`config.mk`:
```
export PLATFORM = sky130hd
export DESIGN_NAME = dspace_frame_rx
export DESIGN_NICKNAME = d
export VERILOG_FILES = /design/src/rtl/dfrx_pkg.sv /design/src/rtl/dfrx_slot_timer.sv /design/src/rtl/dspace_frame_rx.sv
export SDC_FILE = /design/constraint.sdc
export NUM_CORES = 1
export LEC_CHECK = 0
export ABC_AREA = 0
export CELL_PAD_IN_SITES_DETAIL_PLACEMENT = 0
export CELL_PAD_IN_SITES_GLOBAL_PLACEMENT = 2
export CORE_ASPECT_RATIO = 0.5
export CORE_UTILIZATION = 36
export DETAILED_ROUTE_END_ITERATION = 10
export PLACE_DENSITY = 0.82
export SYNTH_ARGS = -nofsm -noshare
export SYNTH_HDL_FRONTEND = slang
export SYNTH_HIERARCHICAL = 1
export SYNTH_SLANG_ARGS = --single-unit
```
`constraint.sdc`:
```
create_clock -name clk -period 2.94 [get_ports clk]
set_input_delay 0.294 -clock clk [delete_from_list [all_inputs] [get_ports clk]]
set_output_delay 0.294 -clock clk [all_outputs]
set_load 0.05 [all_outputs]
```
`src/rtl/dfrx_pkg.sv`:
```
// Shared types and constants for the dSPACE nibble-frame receiver:
// FSM encoding, sync nibbles, frame length and the sw -> RATE table.
package dfrx_pkg;

    typedef enum logic [1:0] {
        ST_IDLE,
        ST_ALIGN,
        ST_RECV,
        ST_CHECK
    } state_e;

    localparam logic [3:0] SYNC_W    = 4'b0000;
    localparam logic [3:0] SYNC_F    = 4'b1111;
    localparam int         NUM_SLOTS = 9;
    localparam int         RATE_W    = 11;
    localparam int         IDX_W     = 4;

    typedef logic [RATE_W-1:0] rate_t;
    typedef logic [IDX_W-1:0]  idx_t;

    localparam idx_t LAST_SLOT = idx_t'(NUM_SLOTS - 1);

    function automatic rate_t rate_of(input logic [1:0] sw);
        case (sw)
            2'd0:    rate_of = rate_t'(500);
            2'd1:    rate_of = rate_t'(750);
            2'd2:    rate_of = rate_t'(1000);
            default: rate_of = rate_t'(1250);
        endcase
    endfunction

endpackage

```
`src/rtl/dfrx_slot_timer.sv`:
```
// Slot timing for the frame receiver: latches RATE at frame start, runs the
// alignment delay, then back-to-back slots of RATE+1 cycles with a mid-slot sample strobe.
module dfrx_slot_timer
    import dfrx_pkg::*;
(
    input  logic       clk,
    input  logic       rst,
    input  logic       start,
    input  logic       align_en,
    input  logic       recv_en,
    input  logic [1:0] sw,
    output idx_t       slot_idx,
    output logic       align_done,
    output logic       sample,
    output logic       slot_end
);

    rate_t rate_q, rate_d;
    rate_t cnt_q, cnt_d;
    idx_t  idx_q, idx_d;

    assign slot_idx = idx_q;

    always_comb begin
        rate_d     = rate_q;
        cnt_d      = cnt_q;
        idx_d      = idx_q;
        // Alignment spans RATE+2 cycles, counted 0..RATE+1.
        align_done = align_en && (cnt_q == rate_q + rate_t'(1));
        sample     = recv_en && (cnt_q == (rate_q >> 1));
        slot_end   = recv_en && (cnt_q == rate_q);
        if (start) begin
            rate_d = rate_of(sw);
            cnt_d  = '0;
            idx_d  = '0;
        end else if (align_en) begin
            cnt_d = align_done ? '0 : cnt_q + rate_t'(1);
        end else if (recv_en) begin
            if (slot_end) begin
                cnt_d = '0;
                idx_d = idx_q + idx_t'(1);
            end else begin
                cnt_d = cnt_q + rate_t'(1);
            end
        end else begin
            cnt_d = '0;
            idx_d = '0;
        end
    end

    always_ff @(posedge clk) begin
        if (rst) begin
            rate_q <= '0;
            cnt_q  <= '0;
            idx_q  <= '0;
        end else begin
            rate_q <= rate_d;
            cnt_q  <= cnt_d;
            idx_q  <= idx_d;
        end
    end

endmodule

```
`src/rtl/dspace_frame_rx.sv`:
```
// Receives a 9-slot nibble frame, checks the sync slots and publishes the data nibbles.
// Optional saturating error counter enabled by defining DFRX_ERRCNT_EN.
module dspace_frame_rx
    import dfrx_pkg::*;
(
    input  logic       clk,
    input  logic       rst,
    input  logic [1:0] sw,
    input  logic       frame_start,
    input  logic [3:0] nib_in,
    output logic [3:0] rx_w1,
    output logic [3:0] rx_w2,
    output logic [3:0] rx_w3,
    output logic [3:0] vhi1,
    output logic [3:0] vhi2,
    output logic [3:0] vhi3,
    output logic       frame_valid,
    output logic       frame_err,
    output logic       busy
`ifdef DFRX_ERRCNT_EN
    ,
    output logic [7:0] err_cnt
`endif
);

    state_e                        state_q, state_d;
    logic [NUM_SLOTS-1:0][3:0]     cap_q, cap_d;
    logic [5:0][3:0]               out_q, out_d;
    logic                          valid_q, valid_d;
    logic                          err_q, err_d;
    logic                          sync_ok;
    idx_t                          slot_idx;
    logic                          align_done, sample, slot_end;

    dfrx_slot_timer u_timer (
        .clk        (clk),
        .rst        (rst),
        .start      (frame_start),
        .align_en   (state_q == ST_ALIGN),
        .recv_en    (state_q == ST_RECV),
        .sw         (sw),
        .slot_idx   (slot_idx),
        .align_done (align_done),
        .sample     (sample),
        .slot_end   (slot_end)
    );

    always_comb begin
        state_d = state_q;
        cap_d   = cap_q;
        out_d   = out_q;
        valid_d = 1'b0;
        err_d   = 1'b0;
        sync_ok = (cap_q[0] == SYNC_W) && (cap_q[7] == SYNC_F) &&
                  (cap_q[NUM_SLOTS-1] == SYNC_F);
        // A new strobe always wins: the transmitter has restarted, so drop the frame silently.
        if (frame_start) begin
            state_d = ST_ALIGN;
            cap_d   = '0;
        end else begin
            case (state_q)
                ST_ALIGN: if (align_done) state_d = ST_RECV;
                ST_RECV: begin
                    if (sample) begin
                        cap_d[slot_idx] = nib_in;
                        if (slot_idx == LAST_SLOT) state_d = ST_CHECK;
                    end
                end
                ST_CHECK: begin
                    state_d = ST_IDLE;
                    if (sync_ok) begin
                        out_d   = cap_q[6:1];
                        valid_d = 1'b1;
                    end else begin
                        err_d = 1'b1;
                    end
                end
                default: ;
            endcase
        end
    end

    always_ff @(posedge clk) begin
        if (rst) begin
            state_q <= ST_IDLE;
            cap_q   <= '0;
            out_q   <= '0;
            valid_q <= 1'b0;
            err_q   <= 1'b0;
        end else begin
            state_q <= state_d;
            cap_q   <= cap_d;
            out_q   <= out_d;
            valid_q <= valid_d;
            err_q   <= err_d;
        end
    end

`ifdef DFRX_ERRCNT_EN
    logic [7:0] err_cnt_q, err_cnt_d;

    always_comb begin
        err_cnt_d = err_cnt_q;
        if (err_d && (err_cnt_q != 8'hFF)) err_cnt_d = err_cnt_q + 8'd1;
    end

    always_ff @(posedge clk) begin
        if (rst) err_cnt_q <= '0;
        else     err_cnt_q <= err_cnt_d;
    end

    assign err_cnt = err_cnt_q;
`endif

    assign rx_w1       = out_q[0];
    assign rx_w2       = out_q[1];
    assign rx_w3       = out_q[2];
    assign vhi1        = out_q[3];
    assign vhi2        = out_q[4];
    assign vhi3        = out_q[5];
    assign frame_valid = valid_q;
    assign frame_err   = err_q;
    assign busy        = (state_q != ST_IDLE);

endmodule

```
==> flow_summary.toml <==
[power]
p_leak_uw = 0.00182
irDropWorstVdd_v = 0.000253
finalPower_uw = 2470
power_density_mw_per_mm2 = 512

[floorplan]
initial_core_util_pct = 38.3
core_area_sq_mm = 0.0105
die_w_um = 152
rows = 26
die_area_sq_mm = 0.0117
die_h_um = 76.9
io_pins = 36

[flow_run]
maxCapViolations = 0

[sta]
finalHoldViolCount = 0
hold_ws_ps = 455
layout_min_cycle_time_ps = 2730
timing.final.crit_share_pct = 92.9
setup_viol = 0
tightest_slew_ps = 712
relSlewSlack_pct = 52.3
layout_setup_ws_ps = 209
skew_ps = 7.56
fmax_mhz = 366
slew_viol_final = 0

[cells_and_area]
layout_commonest_cell = "dfxtp_1"
top_regs = "cap_q x36, u_timer/cnt_q x11, u_timer/rate_q x7"
nets = 466
final_cell_area_sq_mm = 0.00483
synthToLayoutAreaGrowth_pct = 19.6
final_layout_size_suffix_gt1_share_pct = 7.91
top_register = "cap_q"
final_cell_mix = "86 x dfxtp_1, 64 x mux2i_1, 49 x nand2b_1"
largest_reg_flops = 36
layoutNonFillerInstCount = 595
diodes = 0

[worst_setup_path]
r2r_cells = 7
cp.required_ps = 3150
path_class = "flip-flop to flip-flop"
critPathCaptureType = "flip-flop"
cp-start-kind = "flip-flop"
crit_arrival_ps = 2940
r2r_setup_slack_ps = 210
crit_path_max_fanout = 8

[place]
port_buffers = 35
hpwl_um = 5980
dp_slack_ps = 199
place.gp.congestion = 0.764
dp_cells = 580
placed_area_sq_mm = 0.00452

[clock_network]
htree_levels = 3
cts_tree = "done"
clkTransAtPathRegs_ps = 70
cts_setup_buffers = 0
cts.sinks = 86
cts_buffers = 9
insertion_delay_ps = 340
root_buffer = "clkbuf_16"
clock_path_buffers = 2

[min_path]
hold_path_depth = 2
hp-class = "flip-flop to flip-flop"

[grt]
grt_pass1_wl_um = 14900
antenna_found_initial = 0
grt_pass1_vias = 2921
gr-total-overflow = 0
grt_usage_pct = 16.4
grt_max_degree = 50

[logic_synthesis]
synth.avg_cell_area_sq_um = 9.61
synth_fp_nets = 435
syn_inst = 420
ys.warnings.count = 6
syn_area_sq_mm = 0.00404

[drt]
drc_errors = 0
num_vias = 2940
vias_per_cell = 4.94
routedWlPerCell_um = 14.5
ant_nets = 0
drtIter0Drc = 153
drtPass1Iterations = 4
drt-total-wl_um = 8640

[run_status]
status = "completed"
area by class of cell:
| class | instances | area [sq um] |
|---|---|---|
| clock buffer | 9 | 225 |
| clock inverter | 6 | 71.3 |
| fill | 1071 | 5710 |
| inverter | 6 | 22.5 |
| multi-input combinational | 303 | 2190 |
| sequential | 86 | 1720 |
| tap | 140 | 175 |
| timing repair buffer | 45 | 425 |
final timing paths:
check / from / end
worst max register to register: u_timer/cnt_q[5] / cap_q[6]
worst min-delay path: cap_q[3] / cap_q[3]
worst min register to register: cap_q[3] / cap_q[3]
worst max-delay path: u_timer/cnt_q[5] / cap_q[6]
critical path: stages (launching register included):
cell	delay, ps
dfxtp_1	400
or3_1	380
a22oi_1	190
nand4_1	90
nor4_1	420
nand4bb_1	270
or4b_1	670
mux2i_1	170
metal layers:
metal / global-route usage, % / vias to the layer above / wire length, um
met5: 0 / - / 0
met3: 5.00 / 5 / 298
met1: 22.9 / 1373 / 4630
met4: 4.46 / 0 / 45
met2: 24.3 / 39 / 3660
li1: - / 1523 / -
metrics by stage:
stage	TNS, ps	utilization (%)
after floorplan	0	-
after global placement	0	42.9
after detailed placement	0	42.9
after CTS	0	45.7
after global routing	-67.5	45.8
final	0	45.8
what timing repair did:
item,in CTS,in global routing
endpoints found under the setup margin,0,3
gates resized for setup,0,1
hold buffers,0,0
where the power goes:
part	internal (uW)	leakage [uW]	switching, uW
sequential	1170	0.000694	11.5
clock	661	0.000139	486
combinational	57.8	0.000987	83.2
total	1890	0.00182	580
Power figures use the tool's default switching activity.
